### src/rtl/eth_rx_decap.sv
// eth_rx_decap: GMII receive decapsulation -- strips preamble/SFD, captures
// the Ethernet header, forwards the payload with the FCS removed, and reports
// CRC-32 / length / PHY error status once per frame.
//
// Optional feature macro: ETH_RX_ADDR_FILTER_EN
//   defined     -> accept only frames addressed to LOCAL_MAC or broadcast
//   not defined -> promiscuous, every frame is accepted
//
// Ports:
//   eth_rx_clk  receive clock, all logic on its rising edge
//   arst_n      asynchronous active-low reset
//   rxd/rx_dv/rx_er          GMII receive byte, data valid, receive error
//   dst_mac/src_mac/ethertype captured header fields (first byte in MSBs)
//   hdr_valid   one-cycle pulse when the header is complete
//   data_out/data_valid      payload byte stream, FCS stripped
//   frame_done  one-cycle end-of-frame strobe carrying the status below
//   frame_ok, err_crc, err_len, err_phy, pay_len  frame status
module eth_rx_decap #(
   parameter logic [47:0] LOCAL_MAC = 48'h702227acdb65,
   parameter int          MIN_FRAME = 64,
   parameter int          MAX_FRAME = 1522
) (
   input  logic        eth_rx_clk,
   input  logic        arst_n,
   input  logic [7:0]  rxd,
   input  logic        rx_dv,
   input  logic        rx_er,
   output logic [47:0] dst_mac,
   output logic [47:0] src_mac,
   output logic [15:0] ethertype,
   output logic        hdr_valid,
   output logic [7:0]  data_out,
   output logic        data_valid,
   output logic        frame_done,
   output logic        frame_ok,
   output logic        err_crc,
   output logic        err_len,
   output logic        err_phy,
   output logic [10:0] pay_len
);
   typedef enum logic [2:0] {IDLE, PRE, DST, SRC, TYP, PAY, DISC} state_t;

   localparam logic [10:0] MIN_L   = 11'(MIN_FRAME);
   localparam logic [10:0] MAX_L   = 11'(MAX_FRAME);
   localparam logic [31:0] RESIDUE = 32'hDEBB20E3;
`ifdef ETH_RX_ADDR_FILTER_EN
   localparam logic FILTER = 1'b1;
`else
   localparam logic FILTER = 1'b0;
`endif

   state_t      state, state_nx;
   logic [10:0] cnt;
   logic [10:0] beats;
   logic [31:0] crc;
   logic [31:0] dline;
   logic [2:0]  fill;
   logic        phy;
   logic [47:0] dst_nx;
   logic [10:0] cnt_nx;
   logic        dst_hit, in_frame, sfd, trunc, bad_len, bad_crc;

   function automatic logic [31:0] crc_next(input logic [31:0] c, input logic [7:0] d);
      logic [31:0] r;
      r = c ^ {24'd0, d};
      for (int i = 0; i < 8; i++) r = r[0] ? (r >> 1) ^ 32'hEDB88320 : r >> 1;
      return r;
   endfunction

   // dst_nx is the full address once the 6th byte is on rxd
   assign dst_nx   = {dst_mac[39:0], rxd};
   assign dst_hit  = !FILTER || dst_nx == LOCAL_MAC || &dst_nx;
   assign cnt_nx   = &cnt ? cnt : cnt + 11'd1;
   assign in_frame = state == DST || state == SRC || state == TYP || state == PAY;
   assign sfd      = state == PRE && rx_dv && rxd == 8'hD5;
   // rx_dv falling before the payload starts means the header was cut short
   assign trunc    = state != PAY;
   assign bad_len  = trunc || cnt < MIN_L || cnt > MAX_L;
   assign bad_crc  = trunc || crc != RESIDUE;

   always_ff @(posedge eth_rx_clk or negedge arst_n)
      if (!arst_n) state <= IDLE;
      else         state <= state_nx;

   always_comb begin
      state_nx = state;
      case (state)
         IDLE:    if (rx_dv) state_nx = rxd == 8'h55 ? PRE : DISC;
         PRE:     state_nx = !rx_dv ? IDLE : rxd == 8'hD5 ? DST : rxd == 8'h55 ? PRE : DISC;
         DST:     state_nx = !rx_dv ? IDLE : cnt == 11'd5 ? (dst_hit ? SRC : DISC) : DST;
         SRC:     state_nx = !rx_dv ? IDLE : cnt == 11'd11 ? TYP : SRC;
         TYP:     state_nx = !rx_dv ? IDLE : cnt == 11'd13 ? PAY : TYP;
         PAY:     state_nx = !rx_dv ? IDLE : PAY;
         DISC:    state_nx = !rx_dv ? IDLE : DISC;
         default: state_nx = IDLE;
      endcase
   end

   always_ff @(posedge eth_rx_clk or negedge arst_n)
      if (!arst_n) begin
         dst_mac    <= '0;
         src_mac    <= '0;
         ethertype  <= '0;
         hdr_valid  <= 1'b0;
         data_out   <= '0;
         data_valid <= 1'b0;
         frame_done <= 1'b0;
         frame_ok   <= 1'b0;
         err_crc    <= 1'b0;
         err_len    <= 1'b0;
         err_phy    <= 1'b0;
         pay_len    <= '0;
         cnt        <= '0;
         beats      <= '0;
         crc        <= '1;
         dline      <= '0;
         fill       <= '0;
         phy        <= 1'b0;
      end else begin
         hdr_valid  <= 1'b0;
         data_valid <= 1'b0;
         frame_done <= 1'b0;
         if (sfd) begin
            cnt   <= '0;
            beats <= '0;
            crc   <= '1;
            fill  <= '0;
            phy   <= 1'b0;
         end
         if (in_frame && rx_dv) begin
            cnt <= cnt_nx;
            crc <= crc_next(crc, rxd);
            if (rx_er) phy <= 1'b1;
            if (state == DST) dst_mac <= dst_nx;
            if (state == SRC) src_mac <= {src_mac[39:0], rxd};
            if (state == TYP) ethertype <= {ethertype[7:0], rxd};
            if (state == TYP && cnt == 11'd13) hdr_valid <= 1'b1;
            if (state == PAY) begin
               // 4-byte delay line: a byte leaves only when a newer one arrives,
               // so the last four bytes (the FCS) are never emitted
               dline <= {dline[23:0], rxd};
               if (fill != 3'd4) fill <= fill + 3'd1;
               else if (cnt_nx <= MAX_L) begin
                  data_out   <= dline[31:24];
                  data_valid <= 1'b1;
                  beats      <= beats + 11'd1;
               end
            end
         end
         if (in_frame && !rx_dv) begin
            frame_done <= 1'b1;
            err_len    <= bad_len;
            err_crc    <= bad_crc;
            err_phy    <= phy;
            frame_ok   <= !(bad_len || bad_crc || phy);
            pay_len    <= beats;
         end
      end
endmodule

### config.mk
export PLATFORM = sky130hd
export DESIGN_NAME = eth_rx_decap
export DESIGN_NICKNAME = d
export VERILOG_FILES = /design/src/rtl/eth_rx_decap.sv
export SDC_FILE = /design/constraint.sdc
export NUM_CORES = 1
export LEC_CHECK = 0
export ABC_AREA = 1
export CORE_ASPECT_RATIO = 0.7
export CORE_MARGIN = 3
export CORE_UTILIZATION = 40
export DETAILED_ROUTE_END_ITERATION = 12
export PLACE_DENSITY = 0.64
export SLEW_MARGIN = 20
export SYNTH_ARGS = -nofsm -noshare
export SYNTH_HDL_FRONTEND = slang
export SYNTH_SLANG_ARGS = --single-unit
### constraint.sdc
create_clock -name eth_rx_clk -period 4.4 [get_ports eth_rx_clk]
set_input_delay 0.88 -clock eth_rx_clk [delete_from_list [all_inputs] [get_ports eth_rx_clk]]
set_output_delay 0.88 -clock eth_rx_clk [all_outputs]
set_load 0.01 [all_outputs]
Word-level counts from Yosys, hierarchy flattened. Cells that the tools add are included.

Flip-flop bits (word level): 231. Bits of input ports: 12. Output and inout bits: 138. Logic and storage cells: 118.

Add/sub/neg operators: 3. Order comparisons: 3. Equality and inequality tests: 15. Mux-type cells: 45. Bitwise operators: 10. Reductions and logical operators: 23.

Operators by type and width (number): 32-bit two-way mux (10); 13-bit inverter with 14-bit output (8); 11-bit two-way mux (8); 3-bit two-way mux (13); 32-bit inequality test, second input constant (1); 32-bit by 8-bit bitwise XOR with 32-bit output (1); 11-bit by 1-bit adder with 11-bit output, second input constant (2); 11-bit by 4-bit equality test with 1-bit output, second input constant (2); 3-bit one-hot mux with 7 select lines (1); 1-bit two-way mux (12); 11-bit by 3-bit equality test with 1-bit output, second input constant (1); 11-bit greater-than comparator, second input constant (1); 11-bit less-or-equal comparator, second input constant (1); 11-bit by 7-bit less-than comparator with 1-bit output, second input constant (1); 11-bit AND reduction (1); 3-bit equality test, second input constant (3); 8-bit by 7-bit equality test with 1-bit output, second input constant (1); 8-bit equality test, second input constant (1); 1-bit logical OR (8); 2-bit AND reduction (4); 3-bit by 2-bit equality test with 1-bit output, second input constant (2); 3-bit inequality test, second input constant (2); 1-bit logical AND (5); 4-bit AND reduction (1); other kinds (8) (9).

Logic depth before layout (Yosys ltp). Gate-level depths: netlist (run 1).

Depth in word-level cells: 18. Gate-level depth with buffers: 16. Mapped depth without buffers: 16.

Least setup slack after synthesis (run 1). No wires, ideal clock.

Path type: input to register. From: input rx_dv. To: register src_mac[16]. Library setup time: 0.117 ns. Data arrival time: 2.063 ns. Data required time: 4.283 ns. Path slack: 2.220 ns. Stages: 8. Buffers on the path: 3. Path through: clkbuf_1 > inv_1 > nor2_1 > inv_1 > clkbuf_1 > clkbuf_1 > nand2_1 > nand2_1.

Longest elaborated chain between the ends: 2.

RTL lines: from (decl) (line 26) `input logic rx_dv,`; 1-bit logical AND (line 130) `if (in_frame && rx_dv) begin`; 2-bit AND reduction (no line); to (signal assigned) (line 135) `if (state == SRC) src_mac <= {src_mac[39:0], rxd};`; to (decl) (line 29) `output logic [47:0] src_mac,`.

Every way passes these cells. A chain may end at the register's enable or synchronous reset.

Worst setup path after layout (run 1).
From: input rxd[5]. To: register crc[23].

Longest elaborated chain between the ends: 3.

RTL lines: from (decl) (line 25) `input logic [7:0] rxd,`; 8-bit equality test (line 75) `assign sfd = state == PRE && rx_dv && rxd == 8'hD5;`; 1-bit logical AND (line 75); 2-bit nonzero test (no line); to (signal assigned) (line 132) `crc <= crc_next(crc, rxd);`; to (decl) (line 55) `logic [31:0] crc;`.

Every way passes these cells.

==> impl_metrics.env, run 1 <==
export IMPL_status="finished, final reports clean"
export IMPL_grt_overflow=0
export IMPL_synth_edff_count=0
export IMPL_grtUsageTotal_pct=18.1
export IMPL_syn_instance_count=1154
export IMPL_numClockSinks=231
export IMPL_port_buffers=149
export IMPL_synth_area_um2=10600
export IMPL_leakage_nw=6.40
export IMPL_peakVddDrop_mv=0.414
export IMPL_fin_setup_tns_ns=0
export IMPL_skew_ns=0.00914
export IMPL_finalPower_mw=8.68
export IMPL_crit_slowest_cell="clkdlybuf4s50_1"
export IMPL_via_count=7922
export IMPL_cts_hold_buf=0
export IMPL_viasPerCell=4.72
export IMPL_critPathMaxStageDelay_ns=0.53
export IMPL_cp_end_kind="flop"
export IMPL_start_util_pct=41.0
export IMPL_die_h_um=142
export IMPL_clk_pin_slew_worst_paths_ns=0.06
export IMPL_yosys_warnings=0
export IMPL_clk_latency_ns=0.51
export IMPL_wl_per_cell_um=15.3
export IMPL_drive_above_1_share_pct=14.0
export IMPL_drt_initial_drc_count=576
export IMPL_dp_hpwl_um=18000
export IMPL_crit_family="buffers and inverters"
export IMPL_ctsRootBufferMaster="clkbuf_16"
export IMPL_synthDominantCellAreaShare_pct=46.8
export IMPL_synth_cell_types=49
export IMPL_drcViolationCount=0
export IMPL_path_class="in -> reg"
export IMPL_slew_headroom_pct=47.0
export IMPL_layout_nets=1320
export IMPL_grt_pass1_vias=7677
export IMPL_final_antenna_net_count=0
export IMPL_dieArea_um2=28600
export IMPL_netlist_top_cells_count="366 x nand2_1, 199 x dfrtp_1, 109 x inv_1"
export IMPL_setup_violations=0
export IMPL_path_max_fanout=22
export IMPL_io_pin_count=150
export IMPL_ctsHtreeMaxLevel=1
export IMPL_cts_buffers_inserted=24
export IMPL_dr_pass1_iters=5
export IMPL_reg2reg_slack_ns=1.86
export IMPL_arrival_ns=3.14
export IMPL_drv_cap=0
export IMPL_worstSetupStartpointType="input port"
export IMPL_fin_crit_ns=2.70
export IMPL_fmax_mhz=371
export IMPL_die_w_um=201
export IMPL_worstMarginPinSlew_ns=0.796
export IMPL_drv_slew=0
export IMPL_wl_um=25700
export IMPL_cts_resized=0
export IMPL_post_cts_buffers=0
export IMPL_rsz0062_at_grt="no"
export IMPL_synth_most_common_cell="nand2_1"
export IMPL_grt_pass1_wl_um=42700
export IMPL_yosysTopAreaCell="dfrtp_1"
export IMPL_whs_ns=0.396
export IMPL_critPathBufInv=4
export IMPL_path_cells="clkdlybuf4s50_1 > inv_1 > nand2_1 > nor4_2 > nand2_1 > buf_4 > nand2_2 > buf_4 > nor2_1 > nor3b_2"
export IMPL_ys_ff_latch=231
export IMPL_placed_cells=1634
export IMPL_fin_cells=1679
export IMPL_grt_max_degree=104
export IMPL_yosysSeqAreaShare_pct=54.7
export IMPL_tritoncts="yes"
export IMPL_placementRows=49
export IMPL_avgSynthCellArea_um2=9.22
export IMPL_setup_ws_ns=1.70
export IMPL_async_flop_share_pct=100
export IMPL_pre_cts_slack_ns=1.20
export IMPL_required_ns=4.84
export IMPL_min_period_over_period_pct=61.3
export IMPL_p_per_area_nw_per_um2=648
export IMPL_syn2layout_area_growth_pct=25.7
export IMPL_yosys_top_cells_area="dfrtp_1 47%, nand2_1 13%, dfstp_2 7.9%"
export IMPL_syn_nets=1171
export IMPL_cts_buffer_depth=3
export IMPL_min_path_type="in -> async"
export IMPL_synth_main_ff_cell="dfrtp_1"
export IMPL_antenna_found_initial=0
export IMPL_hold_violations=0
export IMPL_gp_congestion=0.889
export IMPL_core_area_um2=25900
## logic make-up (layout without fill, tap and decap cells)
kind of cell,after synthesis,after routing,share of synthesized area [%]
muxes,26,26,2.75
xor gates and xnor gates,74,74,7.04
buffers and inverters,159,326,6.18
AOI/OAI and AO/OA,160,160,8.53
and+or+nand+nor,499,499,20.2
other,0,1,0
DFF,231,231,54.7
adders and majority gates,5,5,0.588
## placed cells by master, fill, tap and decap left out, drive strengths merged, types with 15 or more instances in the layout
master / n
nand2: 386
o21ai: 116
a21oi: 25
nor2: 53
clkbuf: 31
dfstp: 32
xor2: 57
nand3: 30
dfrtp: 199
clkdlybuf4s50: 148
inv: 117
mux2: 26
buf: 15
xnor2: 17
## worst reg2reg max path: cells and delay by family (launching register included)
kind / cells / cell delay [ns]
buffers and inverters: 2 / 0.18
adder cells (fa/ha/maj): 1 / 0.26
AND/OR/NAND/NOR: 11 / 1.57
flip-flops: 1 / 0.45
## state kept, by name, indices dropped and copies added, names as in the netlist, 3 cells and up
signal	count
dst_mac	48
src_mac	48
crc	32
dline	32
ethertype	16
beats	11
cnt	11
pay_len	11
data_out	8
fill	3
state	3
## metal layers
layer	GRT usage [%]	vias to the layer above	wire (um)
met5	0	-	0
met3	4.94	24	1830
li1	-	3963	-
met2	25.5	179	10400
met4	2.99	0	347
met1	28.0	3756	13100
## area by class of cell
type                    instances  area (um^2)
diodes                          1         2.50
multi-input cells             764         4180
clock inverters                13          189
fillers                      2419        12500
clock buffers                  31          688
well taps                     357          447
flip-flops and latches        231         5820
repair buffers                163         1610
inverters                     119          447
## where the power goes
| part | total [mW] | switching [mW] | internal (mW) |
|---|---|---|---|
| combinational | 3.19 | 1.76 | 1.43 |
| sequential | 3.24 | 0.480 | 2.76 |
| clock | 2.24 | 0.848 | 1.39 |
## final timing paths
path / from / endpoint / cells past startpoint
min: arst_n / src_mac[44]$_DFFE_PN0P_ / 1
max reg2reg: cnt[0]$_DFFE_PN0P_ / beats[10]$_DFF_PN0_ / 14
max: rxd[5] / crc[23]$_DFFE_PN1P_ / 10
max in group asynchronous: arst_n / crc[30]$_DFFE_PN1P_ / 2
min reg2reg: dline[12]$_DFFE_PN0P_ / dline[12]$_DFFE_PN0P_ / 2
min in group eth_rx_clk: dline[12]$_DFFE_PN0P_ / dline[12]$_DFFE_PN0P_ / 2
## stage by stage
stage	util [%]	cell area, um^2
after global routing	51.6	13400
final	51.6	13400
after global placement	48.2	12500
after floorplan	-	10600
after CTS	51.6	13400
after detailed placement	48.2	12500
Note: power is estimated with default switching activity, not from simulation.
==> inputs of run 2 (changes only) <==
==> constraint.sdc (replaced) <==
create_clock -name eth_rx_clk -period 2.8 [get_ports eth_rx_clk]
set_input_delay 0.56 -clock eth_rx_clk [delete_from_list [all_inputs] [get_ports eth_rx_clk]]
set_output_delay 0.56 -clock eth_rx_clk [all_outputs]
set_load 0.01 [all_outputs]
==> impl_metrics.env, run 2 (synthesized netlist as in run 1, its figures left out) <==
export IMPL_status="finished, final reports clean"
export IMPL_rsz0062_at_grt="no"
export IMPL_place_area_um2=12700
export IMPL_grt_pass1_vias=7988
export IMPL_setup_violations=0
export IMPL_die_h_um=142
export IMPL_min_period_over_period_pct=82.5
export IMPL_wl_um=26300
export IMPL_wl_met2_um=11100
export IMPL_start_util_pct=41.0
export IMPL_reg2reg_to="beats[10]$_DFF_PN0_"
export IMPL_tritoncts="yes"
export IMPL_min_from="dline[23]$_DFFE_PN0P_"
export IMPL_r2r_start="cnt[0]$_DFFE_PN0P_"
export IMPL_required_ns=3.20
export IMPL_fmax_mhz=433
export IMPL_fin_cells=1693
export IMPL_drt_initial_drc_count=491
export IMPL_holdPathEnd="dline[23]$_DFFE_PN0P_"
export IMPL_arrival_ns=2.71
export IMPL_min_path_type="reg -> reg"
export IMPL_ctsHtreeMaxLevel=1
export IMPL_core_area_um2=25900
export IMPL_drcViolationCount=0
export IMPL_skew_ns=0.0209
export IMPL_dp_hpwl_um=18500
export IMPL_mostFrequentLayoutCell="nand2_1"
export IMPL_drv_cap=0
export IMPL_worstSetupStartpointType="flop"
export IMPL_clk_pin_slew_worst_paths_ns=0.06
export IMPL_die_w_um=201
export IMPL_leakage_nw=6.47
export IMPL_layout_nets=1335
export IMPL_fin_crit_ns=2.31
export IMPL_wl_met3_um=1490
export IMPL_hold_violations=0
export IMPL_stdcell_area_um2=13500
export IMPL_slew_headroom_pct=66.1
export IMPL_worstHoldPathCells=2
export IMPL_startpoint="cnt[0]$_DFFE_PN0P_"
export IMPL_grtUsageTotal_pct=18.8
export IMPL_wl_per_cell_um=15.5
export IMPL_fill_cells=2435
export IMPL_dr_pass1_iters=5
export IMPL_p_per_area_nw_per_um2=1010
export IMPL_cts_buffer_depth=3
export IMPL_final_core_util_pct=52.2
export IMPL_peakVddDrop_mv=0.620
export IMPL_worstMarginPinSlew_ns=0.507
export IMPL_path_class="reg -> reg"
export IMPL_layout_common_cells="365 x nand2_1, 199 x dfrtp_1, 148 x clkdlybuf4s50_1, 108 x inv_1, 95 x o21ai_0"
export IMPL_path_max_fanout=37
export IMPL_fin_setup_tns_ns=0
export IMPL_top_layer="met5"
export IMPL_drv_slew=0
export IMPL_ctsRootBufferMaster="clkbuf_16"
export IMPL_cts_buffers_inserted=24
export IMPL_final_seq_area_um2=5820
export IMPL_whs_ns=0.469
export IMPL_diodes=0
export IMPL_grt_pass1_wl_um=44300
export IMPL_reg2regPathDepth=15
export IMPL_wl_met1_um=13400
export IMPL_grt_max_degree=71
export IMPL_reg2reg_slack_ns=0.49
export IMPL_cp_end_kind="flop"
export IMPL_multi_input_area_um2=4180
export IMPL_port_buffers=149
export IMPL_grt_overflow=0
export IMPL_gp_congestion=0.873
export IMPL_top_regs="dst_mac (48), src_mac (48)"
export IMPL_clk_latency_ns=0.52
export IMPL_antenna_found_initial=1
export IMPL_dieArea_um2=28600
export IMPL_drive_above_1_share_pct=14.7
export IMPL_cts_resized=0
export IMPL_post_cts_buffers=0
export IMPL_via_count=7981
export IMPL_placed_cells=1648
export IMPL_viasPerCell=4.71
export IMPL_io_pin_count=150
export IMPL_syn2layout_area_growth_pct=27.1
export IMPL_numClockSinks=231
export IMPL_placementRows=49
export IMPL_final_antenna_net_count=0
==> run 2: worst max-delay path by stage <==
stage	to	slack [ns]
floorplan	beats[2]$_DFF_PN0_	0.91
global placement	crc[16]$_DFFE_PN1P_	0.18
detailed placement	crc[16]$_DFFE_PN1P_	0.14
CTS	beats[10]$_DFF_PN0_	0.47
global route	beats[10]$_DFF_PN0_	0.20
finish	beats[10]$_DFF_PN0_	0.49
==> run 2: what timing repair did <==
item / 4_1_cts / 5_1_grt
endpoints found under the setup margin: 0 / 0
hold endpoints to repair: 50 / 0
hold buffers: 1 / 0
==> run 2: power breakdown <==
group | switching [mW] | internal, mW | leakage [nW]
logic | 2.80 | 2.33 | 3.11
registers | 0.765 | 4.34 | 2.95
clock network | 1.35 | 2.11 | 0.411
==> run 2: layout make-up <==
| class | count | share of cell area [%] |
|---|---|---|
| clock buffer | 34 | 5.17 |
| clock inverter | 10 | 1.17 |
| inverter | 119 | 3.30 |
| multi-input combinational | 764 | 30.9 |
| sequential | 231 | 43.0 |
| tap | 357 | 3.30 |
| timing repair buffer | 178 | 13.2 |
==> run 2: critical path, stage by stage (launching register included) <==
cell	delay [ns]
dfrtp_1	0.46
ha_1	0.27
nand3_2	0.18
inv_2	0.13
nand3_4	0.11
nand2_1	0.12
nand3_1	0.10
nor2_1	0.12
nand2_1	0.08
nand2_2	0.08
nand2_4	0.07
nand2_4	0.06
buf_12	0.25
nand2_1	0.08
nand2_1	0.06
inv_1	0.04
==> run 2: layer usage <==
layer	track usage, %	vias up
met5	0	-
met4	2.88	2
met3	4.25	23
met2	27.6	161
met1	28.9	3809
li1	-	3986
==> run 2: metrics by stage <==
| stage | power [mW] | setup slack (ns) |
|---|---|---|
| 2_1_floorplan | 8.17 | 0.910 |
| 3_3_place_gp | 10.2 | 0.179 |
| 3_5_place_dp | 10.3 | 0.138 |
| 4_1_cts | 13.8 | 0.472 |
| 5_1_grt | 14.7 | 0.197 |
| 6_report | 13.7 | 0.491 |
